[src/rtl/alu_iter.sv]
// alu_iter -- multi-cycle RV32I execute unit with valid/ready handshakes.
//
// Accepts an ALUControl code plus the alt modifier (SUB / arithmetic shift)
// and two operands, and produces a registered result and Zero flag. Every
// operation except a non-zero shift completes in one cycle. In the default
// build, shifts use an iterative 1-bit-per-cycle shifter. Defining the macro
// ALU_ITER_FAST_SHIFT_EN replaces it with a single-cycle barrel shifter.
//
// Ports:
//   clk         rising-edge clock
//   reset_n     asynchronous active-low reset; aborts any operation in flight
//   in_valid    operation request
//   in_ready    high in IDLE only; accept = in_valid & in_ready
//   ALUControl  3-bit operation code (ALU_* encodings below)
//   alt         SUB for ALU_ADD, arithmetic shift for ALU_SR; ignored otherwise
//   SrcA, SrcB  operands; shift amount is SrcB[$clog2(WIDTH)-1:0]
//   out_valid   high in DONE; holds until out_ready
//   out_ready   consumer accepts the result
//   ALUResult   registered result
//   Zero        registered flag, ALUResult == 0
module alu_iter #(
    parameter int unsigned WIDTH = 32
) (
    input  logic             clk,
    input  logic             reset_n,
    input  logic             in_valid,
    output logic             in_ready,
    input  logic [2:0]       ALUControl,
    input  logic             alt,
    input  logic [WIDTH-1:0] SrcA,
    input  logic [WIDTH-1:0] SrcB,
    output logic             out_valid,
    input  logic             out_ready,
    output logic [WIDTH-1:0] ALUResult,
    output logic             Zero
);

    localparam int unsigned SHW = $clog2(WIDTH);

    // ALU_* encodings shared with the decoder (funct3 ordering)
    localparam logic [2:0] ALU_ADD  = 3'b000;
    localparam logic [2:0] ALU_SL   = 3'b001;
    localparam logic [2:0] ALU_SLT  = 3'b010;
    localparam logic [2:0] ALU_SLTU = 3'b011;
    localparam logic [2:0] ALU_XOR  = 3'b100;
    localparam logic [2:0] ALU_SR   = 3'b101;
    localparam logic [2:0] ALU_OR   = 3'b110;
    localparam logic [2:0] ALU_AND  = 3'b111;

`ifdef ALU_ITER_FAST_SHIFT_EN
    typedef enum logic {
        S_IDLE,
        S_DONE
    } state_t;
`else
    typedef enum logic [1:0] {
        S_IDLE,
        S_SHIFT,
        S_DONE
    } state_t;
`endif

    state_t           state_q, state_d;
    logic [WIDTH-1:0] result_q, result_d;
    logic             zero_q, zero_d;
    logic [SHW-1:0]   shamt;
    logic [WIDTH-1:0] op_res;

`ifndef ALU_ITER_FAST_SHIFT_EN
    logic [WIDTH-1:0] sreg_q, sreg_d;
    logic [SHW-1:0]   cnt_q, cnt_d;
    logic             shl_q, shl_d;     // latched direction: 1 = left
    logic             arith_q, arith_d; // latched alt for right shifts
    logic [WIDTH-1:0] sh_next;
    logic             is_shift;
`endif

    assign shamt     = SrcB[SHW-1:0];
    assign in_ready  = (state_q == S_IDLE);
    assign out_valid = (state_q == S_DONE);
    assign ALUResult = result_q;
    assign Zero      = zero_q;

    // Single-cycle result for the accept edge. In the iterative build a
    // shift only takes this path when shamt == 0, so it returns SrcA.
    always_comb begin
        op_res = '0;
        case (ALUControl)
            ALU_ADD:  op_res = alt ? (SrcA - SrcB) : (SrcA + SrcB);
`ifdef ALU_ITER_FAST_SHIFT_EN
            ALU_SL:   op_res = SrcA << shamt;
            ALU_SR: begin
                if (alt) op_res = $signed(SrcA) >>> shamt;
                else     op_res = SrcA >> shamt;
            end
`else
            ALU_SL:   op_res = SrcA;
            ALU_SR:   op_res = SrcA;
`endif
            ALU_SLT:  op_res = WIDTH'($signed(SrcA) < $signed(SrcB));
            ALU_SLTU: op_res = WIDTH'(SrcA < SrcB);
            ALU_XOR:  op_res = SrcA ^ SrcB;
            ALU_OR:   op_res = SrcA | SrcB;
            ALU_AND:  op_res = SrcA & SrcB;
            default:  op_res = '0;
        endcase
    end

`ifndef ALU_ITER_FAST_SHIFT_EN
    assign is_shift = (ALUControl == ALU_SL) || (ALUControl == ALU_SR);
    assign sh_next  = shl_q ? {sreg_q[WIDTH-2:0], 1'b0}
                            : {arith_q & sreg_q[WIDTH-1], sreg_q[WIDTH-1:1]};
`endif

    always_comb begin
        state_d  = state_q;
        result_d = result_q;
        zero_d   = zero_q;
`ifndef ALU_ITER_FAST_SHIFT_EN
        sreg_d   = sreg_q;
        cnt_d    = cnt_q;
        shl_d    = shl_q;
        arith_d  = arith_q;
`endif
        case (state_q)
            S_IDLE: begin
                if (in_valid) begin
`ifndef ALU_ITER_FAST_SHIFT_EN
                    if (is_shift && (shamt != '0)) begin
                        sreg_d  = SrcA;
                        cnt_d   = shamt;
                        shl_d   = (ALUControl == ALU_SL);
                        arith_d = alt;
                        state_d = S_SHIFT;
                    end else
`endif
                    begin
                        result_d = op_res;
                        zero_d   = (op_res == '0);
                        state_d  = S_DONE;
                    end
                end
            end
`ifndef ALU_ITER_FAST_SHIFT_EN
            S_SHIFT: begin
                sreg_d = sh_next;
                cnt_d  = cnt_q - SHW'(1);
                // Last step: register the value the shifter produces this cycle
                if (cnt_q == SHW'(1)) begin
                    result_d = sh_next;
                    zero_d   = (sh_next == '0);
                    state_d  = S_DONE;
                end
            end
`endif
            S_DONE: begin
                if (out_ready) state_d = S_IDLE;
            end
            default: state_d = S_IDLE;
        endcase
    end

    always_ff @(posedge clk or negedge reset_n) begin
        if (!reset_n) begin
            state_q  <= S_IDLE;
            result_q <= '0;
            zero_q   <= 1'b1;
`ifndef ALU_ITER_FAST_SHIFT_EN
            sreg_q   <= '0;
            cnt_q    <= '0;
            shl_q    <= 1'b0;
            arith_q  <= 1'b0;
`endif
        end else begin
            state_q  <= state_d;
            result_q <= result_d;
            zero_q   <= zero_d;
`ifndef ALU_ITER_FAST_SHIFT_EN
            sreg_q   <= sreg_d;
            cnt_q    <= cnt_d;
            shl_q    <= shl_d;
            arith_q  <= arith_d;
`endif
        end
    end

endmodule
[config.mk]
export PLATFORM = sky130hd
export DESIGN_NAME = alu_iter
export DESIGN_NICKNAME = d
export VERILOG_FILES = /design/src/rtl/alu_iter.sv
export SDC_FILE = /design/constraint.sdc
export NUM_CORES = 1
export LEC_CHECK = 0
export ABC_CLOCK_PERIOD_IN_PS = 2840
export BUFFER_PORTS_ARGS = -buffer_cell sky130_fd_sc_hd__buf_2
export CAP_MARGIN = 20
export CORE_MARGIN = 5
export CORE_UTILIZATION = 30
export DETAILED_ROUTE_END_ITERATION = 10
export PLACE_DENSITY = 0.56
export SLEW_MARGIN = 20
export SYNTH_ARGS = -nofsm -noshare
export SYNTH_HDL_FRONTEND = slang
export SYNTH_SLANG_ARGS = --single-unit
[constraint.sdc]
create_clock -name clk -period 2.84 [get_ports clk]
set_input_delay 0.852 -clock clk [delete_from_list [all_inputs] [get_ports clk]]
set_output_delay 0.852 -clock clk [all_outputs]
set_load 0.005 [all_outputs]
Word level (Yosys, flattened, before mapping)
Cells that the tools add are included.
- logic and storage cells: 66
- input bits: 72
- flip-flop bits (word level): 74
- reductions and logical operators: 13
- bitwise gates (word level): 4
- $add $sub $neg: 3
- muxes and demuxes: 22
- equal/unequal tests: 15
- $lt $le $gt $ge: 2
- operator list (cell ; number):
    two-way mux 32 bit ; 7
    one-hot mux 32 bit (7 select lines) ; 1
    one-hot mux 32 bit (2 select lines) ; 2
    logical NOT 32 bit ; 2
    less-than comparator 32 bit ; 2
    adder 32 bit ; 1
    AND 32 bit ; 1
    OR 32 bit ; 1
    subtractor 32 bit ; 1
    XOR 32 bit ; 1
    == test 3 bit, second input constant ; 4
    two-way mux 5 bit ; 2
    one-hot mux 5 bit (2 select lines) ; 1
    AND reduction 3 bit ; 3
    two-way mux 2 bit ; 4
    == test 3 x 2 -> 1 bit, second input constant ; 2
    != test 2 bit, second input constant ; 3
    one-hot mux 2 bit (3 select lines) ; 1
    == test 5 x 1 -> 1 bit, second input constant ; 1
    nonzero test 5 bit ; 1
    subtractor 5 x 1 -> 5 bit, second input constant ; 1
    != test 2 x 1 -> 1 bit, second input constant ; 2
    AND reduction 4 bit ; 1
    == test 3 x 1 -> 1 bit, second input constant ; 1
    other kinds (11) ; 13

Depth between registers and ports, before layout
Gate-level depths: netlist (run 1).
- depth after elaboration: 7
- mapped depth: 15
- gate-level depth less buffers: 15

Least setup slack after synthesis (run 1)
Ideal clock, no wire load.
- kind: input-to-reg
- from: input port SrcA[12]
- to: register zero_q (netlist: Zero)
- arrival time: 3.873 ns
- data required time: 2.754 ns
- stages on the path: 14
- library setup time: 0.086 ns
- slack: -1.120 ns
- cells stage by stage: inv_1 ha_1 buf_6 or3_4 or4_4 a211oi_4 o2111ai_1 a211o_1 and4_1 nor3_1 nand4_1 nor4_2 nand4_1 o31ai_2
- longest elaborated chain between the ends: 7
- ends and longest elaborated chain (element ; RTL line ; source):
    from (decl) ; 30 ; input logic [WIDTH-1:0] SrcA,
    adder 32 bit or subtractor 32 bit (tied branches) ; 89 ; ALU_ADD: op_res = alt ? (SrcA - SrcB) : (SrcA + SrcB);
    two-way mux 32 bit ; 89 ;
    one-hot mux 32 bit (7 select lines) (*) ; 88 ; case (ALUControl)
    logical NOT 32 bit (*) ; 139 ; zero_d = (op_res == '0);
    two-way mux 1 bit (*) ; 129 ; if (is_shift && (shamt != '0)) begin
    two-way mux 1 bit (*) ; 127 ; if (in_valid) begin
    one-hot mux 1 bit (2 select lines) (*) ; 125 ; case (state_q)
    to (signal assigned) ; 177 ; zero_q <= zero_d;
    to (decl) ; 65 ; logic zero_q, zero_d;
Every way passes the cells marked *; elsewhere a longest branch is shown, timed or not. The select of a mux whose other input is x is not followed.
A chain may end at the register's enable or synchronous reset.

Worst setup path in the final report (run 1)
- from: input port SrcA[0]
- to: register zero_q (netlist: Zero)
The elaborated chain is that of the path after synthesis.

==> metrics.yaml, run 1 <==
via_per_inst: 5.53
required_ns: 3.10
drive_gt1_share_pct: 42.7
ant_nets: 0
hpwl_um: 34200
post-route-min-period_ns: 3.98
mostFrequentLayoutCells: "buf_4, nand2_1, nor2_1"
first_iter_violations: 1092
critical_path.max_stage_delay_ns: 0.44
rsz0062_at_grt: "yes"
worstPathMaxFanout: 3
cts.sinks: 74
post_drt_wl_per_cell_um: 19.8
fin_ws_ns: -1.14
r2r_slack_ns: 0.15
power.internal_mw: 4.76
synthCells: 1343
io_pins: 107
cp_cell_sequence: "buf_12 -> inv_6 -> ha_4 -> inv_2 -> fa_2 -> mux2_4 -> o211ai_1 -> a22oi_2 -> nor4bb_1 -> nor4bb_2 -> buf_4 -> o2111ai_4 -> nor4_4 -> buf_4 -> nand4_1 -> nor4_4 -> nand4_1 -> o31ai_2"
layout.nets: 1978
synth_seq_cells: 74
synth_fp_nets: 1515
use_met2_pct: 38.8
grtUsageTotal_pct: 23.7
synth.distinct_cells: 84
arrival_ns: 4.24
clk_path_buf_depth: 2
dieHeight_um: 190
worstSetupStartpointType: "input port"
period_share_pct: 140
static-leakage-power_nw: 7.27
maxSlewViolCount: 0
vdd_drop_max_mv: 0.382
cts_tree: "done"
finalSetupViolCount: 21
grt_pass1_wl_um: 69300
diodes: 0
fmax_mhz: 251
first_pass_iters: 6
grt_pass1_vias: 12293
start_util_pct: 30.6
max-cap-violations: 0
p_sw_mw: 3.49
end_kind: "flop"
violations: "negative setup slack"
met3_usage_pct: 2.55
hold_path_depth: 1
dieWidth_um: 190
coreArea_um2: 31700
crit_type: "input port to flop"
area_growth_syn_to_layout_pct: 62.2
pwr-share-comb_pct: 57.3
synth_top_flop_cell: "dfrtp_1"
status: "finished with violations"
r2r.worst_path.cells: 11
dr_total_vias: 12236
cts_root_buffer: "clkbuf_16"
max_slew_margin_pct: 47.5
gp_congestion: 0.966
hold_slack_ns: 0.469
utilization_pct: 49.7
rr_startpoint: "state_q[1]"
fp.dieArea_um2: 36100
worstHoldStart: "ALUResult[28]"
powerDensity_nw_per_um2: 524
dpl_worst_slack_ns: -1.87
layout_commonest_cell: "buf_4"
layout.cells.non_filler: 2212
seq_area_frac_synth_pct: 19.1
final.fill_count: 3044
place_inst: 2164
io_buffers: 106
antenna_found_initial: 1
r2r_end: "Zero"
cts_hold_repair.buffers: 0
global_route.usage.met1_pct: 33.0
hold_viol: 0
busiest_layer: "met2"
rows: 65
ys_warn_count: 0
critical_path.slowest_cell: "fa_2"
skew_ns: 0.0103
clkTransAtPathRegs_ns: 0.06
swShare_pct: 42.3
drc: 0
routed_wl_um: 43800
cts_buffers: 9
insertion_delay_ns: 0.35
ys_async_sr_fraction_pct: 100
worst_slew_pin_slew_ns: 0.785
syn_area_per_cell_um2: 7.23
seqPwrFrac_pct: 24.2
grt-ovfl-total: 0
holdCritPathClass: "flop to flop"
hold_path_end: "ALUResult[28]"
cts-htree-levels: 3
synth-edff-count: 0
grt_max_degree: 66
synth_area_um2: 9710
p_clk_share_pct: 18.5
worst max-delay path, delay by kind of cell:
kind / cells / cell delay, ns
compound gates: 4 / 0.68
simple gates: 6 / 1.33
fa+ha+maj: 2 / 0.59
mux: 1 / 0.27
buf+inv: 5 / 0.51
sequential cells by signal, summed over array words and instances (netlist names):
| name | count |
|---|---|
| ALUResult | 32 |
| Zero | 1 |
| arith_q | 1 |
| cnt_q | 5 |
| shl_q | 1 |
| sreg_q | 32 |
| state_q | 2 |
synth_stat cells (all sizes together) (26+ instances only):
cell | count | area (um2)
nand3 | 26 | 130
clkbuf | 78 | 293
o21ai | 93 | 465
a21o | 30 | 226
nor3 | 30 | 150
dfrtp | 73 | 1830
nor2b | 43 | 269
a22oi | 26 | 195
nand2 | 128 | 480
a21oi | 102 | 510
a211oi | 52 | 403
ha | 98 | 1230
inv | 108 | 405
nor2 | 122 | 458
o31ai | 39 | 298
cells by family (layout without fill, tap and decap cells):
group | count (synthesis) | count (layout) | synth area share (%)
muxes | 28 | 28 | 2.98
adders and majority gates | 100 | 100 | 13.0
AOI/OAI and AO/OA | 487 | 487 | 34.1
and+or+nand+nor | 440 | 440 | 21.8
DFF | 74 | 74 | 19.1
buffers and inverters | 204 | 671 | 8.07
xor gates and xnor gates | 10 | 10 | 0.902
what timing repair did:
action,in CTS,in global routing
pin swaps,99,68
gates resized for setup,194,78
buffers inserted,48,10
setup endpoints to repair,29,31
endpoints found under the hold margin,0,0
metal layers:
metal	share of wire (%)	up-vias
li1	-	5829
met1	45	5879
met2	46	446
met3	6.0	80
met4	2.8	2
met5	0.025	-
worst max path at each step:
stage	start	to	slack, ns	cells past startpoint
3_3_place_gp	SrcA[0]	Zero	-1.81	18
4_1_cts	SrcA[12]	Zero	-1.03	14
2_1_floorplan	SrcA[12]	Zero	-0.90	14
5_1_grt	SrcA[0]	Zero	-1.27	18
3_5_place_dp	SrcA[0]	Zero	-1.87	18
6_report	SrcA[0]	Zero	-1.14	18
layout make-up:
type                            count  area, um2  area share, %
Multi-Input combinational cell   1065       8420           53.5
Timing Repair Buffer              547       4120           26.2
Sequential cell                    74       1850           11.8
Tap cell                          402        503           3.19
Inverter                          109        464           2.95
Clock buffer                       10        239           1.52
Clock inverter                      5        150          0.953
power by group through the flow:
| stage | sequential [mW] | clock [mW] | combinational (mW) |
|---|---|---|---|
| floorplan | 1.87 | 0 | 2.31 |
| global placement | 1.98 | 0 | 4.12 |
| detailed placement | 2.00 | 0 | 4.18 |
| CTS | 1.99 | 1.54 | 4.54 |
| global route | 2.05 | 1.59 | 5.13 |
| finish | 2.00 | 1.52 | 4.73 |
per-stage QoR:
stage | power, mW | setup TNS [ns] | area, um2
CTS | 8.07 | -11.05 | 15400
global route | 8.77 | -13.99 | 15700
finish | 8.25 | -11.58 | 15700
floorplan | 4.18 | -9.12 | 10100
global placement | 6.11 | -26.50 | 13900
detailed placement | 6.18 | -27.47 | 13900
Note: power is estimated with default switching activity, not from simulation.
==> run 2, diff against run 1 <==
--- a/config.mk
+++ b/config.mk
@@ -11,7 +11,7 @@
 export CORE_MARGIN = 5
 export CORE_UTILIZATION = 30
 export DETAILED_ROUTE_END_ITERATION = 10
-export PLACE_DENSITY = 0.56
+export PLACE_DENSITY = 0.43
 export SLEW_MARGIN = 20
 export SYNTH_ARGS = -nofsm -noshare
 export SYNTH_HDL_FRONTEND = slang
==> run 2 against run 1 <==
  * The run still ends with negative setup slack left
  * Fmax grew 3.4%
  * Sequential share of layout area is 0.22 points higher
  * Clock-buffer cell count is 1 higher
==> metrics.yaml, run 2 (synthesis results as in run 1) <==
status: "finished with violations"
violations: "negative setup slack"
max-cap-violations: 0  # unchanged
fin_ws_ns: -1.01  # +0.132 ns
dieWidth_um: 190  # unchanged
finalPower_mw: 7.77  # -5.8%
static-leakage-power_nw: 7.15  # -1.6%
cts_hold_repair.buffers: 0  # unchanged
p_sw_mw: 3.51  # +0.51%
grt_pass1_wl_um: 69300  # about the same
finalSetupViolCount: 24  # +14%
maxSlewViolCount: 0  # unchanged
gp_congestion: 0.928  # -4.0%
required_ns: 3.11  # about the same
first_pass_iters: 5  # -1
seqPwrFrac_pct: 25.7  # +1.5 points
worst_slew_pin_slew_ns: 0.991  # +0.206 ns
grtUsageTotal_pct: 24.6  # +0.94 points
layout.nets: 1974  # -0.20%
power.internal_mw: 4.26  # -10%
holdCritPathClass: "input port to asynchronous set/reset pin"
via_per_inst: 5.43  # -1.9%
multiInputGateArea_um2: 8280  # -1.6%
critical_path.max_stage_delay_ns: 0.44  # about the same
grt_pass1_vias: 11731  # -4.6%
worstPathMaxFanout: 3  # unchanged
layout_commonest_cell: "buf_4"
end_kind: "flop"
antenna_found_initial: 0  # -1
io_buffers: 106  # unchanged
crit_type: "input port to flop"
clkTransAtPathRegs_ns: 0.06  # about the same
max_slew_margin_pct: 33.8  # -14 points
vdd_drop_max_mv: 0.377  # -1.5%
dieHeight_um: 190  # unchanged
cts_buffers: 9  # unchanged
grt_max_degree: 61  # -7.6%
insertion_delay_ns: 0.35  # about the same
rows: 65  # unchanged
area.sequential_um2: 1850  # unchanged
cts-htree-levels: 3  # unchanged
cts.sinks: 74  # unchanged
cts_root_buffer: "clkbuf_16"
hpwl_um: 36600  # +7.2%
first_iter_violations: 931  # -15%
grt-ovfl-total: 0  # unchanged
coreArea_um2: 31700  # unchanged
mostFrequentLayoutCells: "buf_4, nand2_1, nor2_1"
powerDensity_nw_per_um2: 503  # -4.0%
pwr-share-comb_pct: 60.4  # +3.1 points
period_share_pct: 135  # -4.6 points
fp.dieArea_um2: 36100  # unchanged
diodes: 0  # unchanged
setup_tns_ns: -11.32  # +0.262 ns
area_growth_syn_to_layout_pct: 59.2
post-route-min-period_ns: 3.85  # -0.132 ns
final.fill_count: 3210  # +5.5%
io_pins: 107  # unchanged
swShare_pct: 45.1  # +2.8 points
routed_wl_um: 45700  # +4.4%
worstSetupStartpointType: "input port"
cts_tree: "done"
start_util_pct: 30.6  # unchanged
critical_path.slowest_cell: "fa_2"
dr_total_vias: 11990  # -2.0%
post_drt_wl_per_cell_um: 20.7  # +4.6%
drive_gt1_share_pct: 41.9  # -0.76 points
drc: 0  # unchanged
rsz0062_at_grt: "yes"
hold_viol: 0  # unchanged
clk_path_buf_depth: 2  # unchanged
fmax_mhz: 260  # +3.4%
arrival_ns: 4.12  # -0.12 ns
cp_cell_sequence: "buf_12 -> inv_6 -> ha_4 -> inv_2 -> fa_2 -> mux2_4 -> o211ai_1 -> a22oi_1 -> nor4bb_1 -> nor4bb_2 -> buf_4 -> o2111ai_4 -> nor4_4 -> buf_4 -> nand4_1 -> nor4_2 -> nand4_1 -> o31ai_2"
ant_nets: 0  # unchanged
skew_ns: 0.00811  # -0.00215 ns
p_clk_share_pct: 13.9  # -4.6 points
==> run 2: cell types whose count changed in the layout (fill, tap and decap cells not counted), moves of 3 or more <==
cell,delta
a31oi_1,+3
bufinv_16,-5
inv_1,-4
clkinvlp_4,+3
nor2_2,+4
buf_2,-3
inv_2,+3
ha_1,+7
nor2_1,-3
ha_2,-5
a21oi_1,+3
==> run 2: cell type report <==
cell class,count,share of cell area [%]
Multi-Input combinational cell,1065,53.6
Timing Repair Buffer,543,26.4
Sequential cell,74,12.0
Tap cell,402,3.25
Inverter,109,3.04
Clock buffer,11,1.51
Clock inverter,5,0.210
==> run 2: path summary, 6_finish.rpt <==
| path | from | end | slack [ns] | cells after the start |
|---|---|---|---|---|
| worst max-delay path | SrcA[0] | Zero | -1.01 | 18 |
| worst min register to register | ALUResult[18] | ALUResult[18] | 0.47 | 1 |
| max in group asynchronous | reset_n | Zero | 1.81 | 2 |
| worst max register to register | state_q[1] | Zero | 0.26 | 11 |
| worst min-delay path | reset_n | state_q[1] | 0.38 | 1 |
| min in group clk | ALUResult[18] | ALUResult[18] | 0.47 | 1 |
==> run 2: power by group through the flow <==
| stage | Combinational [mW] | Sequential, mW | Clock [mW] |
|---|---|---|---|
| finish | 4.69 | 2.00 | 1.08 |
| floorplan | 2.31 | 1.87 | 0 |
| global placement | 4.21 | 2.00 | 0 |
| detailed placement | 4.24 | 2.00 | 0 |
| global route | 5.10 | 2.05 | 1.16 |
| CTS | 4.53 | 1.99 | 1.11 |
==> run 2: through the flow <==
| step | cell area [um2] | util, % | hold WS [ns] | setup WS [ns] | cells |
|---|---|---|---|---|---|
| 2_1_floorplan | 10100 | - | 0.450 | -0.905 | 1343 |
| 3_3_place_gp | 13900 | 43.8 | 0.453 | -1.81 | 2173 |
| 3_5_place_dp | 13900 | 43.8 | 0.460 | -1.84 | 2173 |
| 4_1_cts | 15100 | 47.5 | 0.376 | -0.997 | 2204 |
| 5_1_grt | 15500 | 48.7 | 0.389 | -1.24 | 2209 |
| 6_report | 15500 | 48.7 | 0.375 | -1.01 | 2209 |
==> run 2: routing by layer <==
metal	vias up	global-route usage [%]	share of wire (%)	wire length, um
met5	-	0	0	0
li1	5817	-	-	-
met3	60	3.43	5.1	2350
met2	361	39.3	45	20600
met1	5752	34.6	47	21700
met4	0	7.21	2.4	1080
==> run 2: what timing repair did <==
action                     CTS  global route
setup endpoints to repair   29            30
buffers inserted            23            12
pin swaps                   83            60
gates resized for setup    183            74
==> run 2: worst max-delay path, delay by kind of cell <==
family                   cells  cell delay, ns
AO/OA/AOI/OAI                4            0.65
adder cells (fa/ha/maj)      2            0.59
buffers and inverters        5            0.52
multiplexers                 1            0.27
AND/OR/NAND/NOR              6            1.25
==> run 3, diff against run 2 <==
--- a/config.mk
+++ b/config.mk
@@ -10,6 +10,7 @@
 export CAP_MARGIN = 20
 export CORE_MARGIN = 5
 export CORE_UTILIZATION = 30
+export CTS_BUF_LIST = sky130_fd_sc_hd__clkbuf_16
 export DETAILED_ROUTE_END_ITERATION = 10
 export PLACE_DENSITY = 0.43
 export SLEW_MARGIN = 20
==> run 3 against run 2 <==
  * The run still ends with negative setup slack left
  * Fmax down 0.68%
  * Sequential power about the same
  * Clock power about the same
  * Combinational power about the same
  * Via count down 0.24%
  * Highest routed layer unchanged
  * Hold slack worse by 0.0011 ns
  * Sequential share of layout area unchanged
  * Critical endpoint unchanged
  * Sequential cell count unchanged
  * Clock-buffer cell count down 2
==> metrics.yaml, run 3 (synthesis results as in run 1) <==
cts_hold_repair.buffers: 0  # unchanged
crit_family: "simple AND/OR/NAND/NOR gates"
cts-htree-levels: 3  # unchanged
powerDensity_nw_per_um2: 502  # about the same
grt_pass1_wl_um: 69300  # about the same
crit_buf_inv: 5  # unchanged
setup_tns_ns: -11.32  # +0.00240 ns
utilization_pct: 48.7  # unchanged
crit_end: "Zero"
required_ns: 3.11  # about the same
cp_cell_sequence: "buf_12 -> inv_6 -> ha_4 -> inv_2 -> fa_2 -> mux2_4 -> o211ai_1 -> a22oi_1 -> nor4bb_1 -> nor4bb_2 -> buf_4 -> o2111ai_4 -> nor4_4 -> buf_4 -> nand4_1 -> nor4_2 -> nand4_1 -> o31ai_2"
worstPathMaxFanout: 3  # unchanged
cts_tree: "done"
grt-ovfl-total: 0  # unchanged
mostFrequentLayoutCells: "buf_4, nand2_1, nor2_1"
worst_slew_pin_slew_ns: 0.987  # -0.00420 ns
max-cap-violations: 0  # unchanged
startpoint: "SrcA[0]"
critical_path.slowest_cell: "fa_2"
via_per_inst: 5.41  # -0.24%
finalSetupViolCount: 24  # unchanged
coreArea_um2: 31700  # unchanged
grt_max_degree: 61  # unchanged
drive_gt1_share_pct: 41.9  # unchanged
skew_ns: 0.00854  # +0.000429 ns
cts.sinks: 74  # unchanged
antenna_found_initial: 0  # unchanged
grtUsageTotal_pct: 24.6  # about the same
insertion_delay_ns: 0.36  # about the same
status: "finished with violations"
post_drt_wl_per_cell_um: 20.7  # about the same
rr_startpoint: "state_q[1]"
fp.dieArea_um2: 36100  # unchanged
dieWidth_um: 190  # unchanged
finalPower_mw: 7.76  # about the same
critical_path.max_stage_delay_ns: 0.44  # about the same
clk_path_buf_depth: 2  # unchanged
cp.depth: 18  # unchanged
static-leakage-power_nw: 7.16  # +0.12%
final.fill_count: 3210  # unchanged
rsz0062_at_grt: "yes"
first_pass_iters: 6  # +1
clkTransAtPathRegs_ns: 0.06  # about the same
rows: 65  # unchanged
drc: 0  # unchanged
cts_buffers: 9  # unchanged
area_growth_syn_to_layout_pct: 59.2  # unchanged
post-route-min-period_ns: 3.87  # +0.0263 ns
fin_ws_ns: -1.03  # -0.0263 ns
hold_slack_ns: 0.374  # -0.00112 ns
period_share_pct: 136  # +0.92 points
hpwl_um: 36600  # unchanged
routed_wl_um: 45800  # about the same
r2r_slack_ns: 0.23  # -0.03 ns
holdCritPathClass: "input port to asynchronous set/reset pin"
violations: "negative setup slack"
hold_viol: 0  # unchanged
vdd_drop_max_mv: 0.379  # +0.62%
layout_commonest_cell: "buf_4"
end_kind: "flop"
io_buffers: 106  # unchanged
worstSetupStartpointType: "input port"
dieHeight_um: 190  # unchanged
gp_congestion: 0.928  # unchanged
dr_total_vias: 11961  # -0.24%
r2r.worst_path.cells: 11  # unchanged
ant_nets: 0  # unchanged
crit_type: "input port to flop"
fmax_mhz: 258  # -0.68%
cts_root_buffer: "clkbuf_16"
maxSlewViolCount: 0  # unchanged
dpl_worst_slack_ns: -1.84  # unchanged
layout.nets: 1974  # unchanged
diodes: 0  # unchanged
max_slew_margin_pct: 34.0  # +0.28 points
start_util_pct: 30.6  # unchanged
arrival_ns: 4.15  # +0.03 ns
io_pins: 107  # unchanged
first_iter_violations: 930  # -0.11%
r2r_end: "Zero"
grt_pass1_vias: 11731  # unchanged
==> run 3: metal layers <==
metal | GRT usage (%) | up-vias | share of wire, % | routed length, um
li1 | - | 5820 | - | -
met1 | 34.7 | 5746 | 48 | 21900
met2 | 39.3 | 336 | 45 | 20700
met3 | 3.43 | 59 | 4.7 | 2150
met4 | 7.21 | 0 | 2.3 | 1070
met5 | 0 | - | 0 | 0
==> run 3: worst min-delay path by stage <==
stage	slack, ns	depth (start not counted)	start	endpoint
2_1_floorplan	0.45	2	arith_q	arith_q
3_3_place_gp	0.45	1	ALUResult[18]	ALUResult[18]
3_5_place_dp	0.46	1	ALUResult[18]	ALUResult[18]
4_1_cts	0.38	1	reset_n	state_q[1]
5_1_grt	0.39	1	reset_n	state_q[1]
6_report	0.37	1	reset_n	state_q[1]
==> run 3: power breakdown <==
group	leakage (nW)	total (mW)	internal (mW)	switching [mW]
logic	6.11	4.69	2.13	2.55
clock network	0.130	1.08	0.582	0.497
registers	0.921	2.00	1.54	0.459
==> run 3: per-stage QoR <==
| step | instances | instance area [um2] |
|---|---|---|
| after detailed placement | 2173 | 13900 |
| after floorplan | 1343 | 10100 |
| final | 2209 | 15500 |
| after CTS | 2204 | 15100 |
| after global placement | 2173 | 13900 |
| after global routing | 2209 | 15500 |
==> run 3: repair_timing <==
item	in CTS	in global routing
resized for setup	183	74
endpoints found under the setup margin	29	30
pin swaps	83	60
buffers inserted	23	12
==> run 3: cell type report <==
class	instances	area (um2)	share of cell area (%)
inverter	109	469	3.04
clock buffer	9	225	1.46
sequential	74	1850	12.0
tap	402	503	3.25
timing repair buffer	543	4080	26.4
clock inverter	7	40.0	0.259
multi-input combinational	1065	8280	53.6
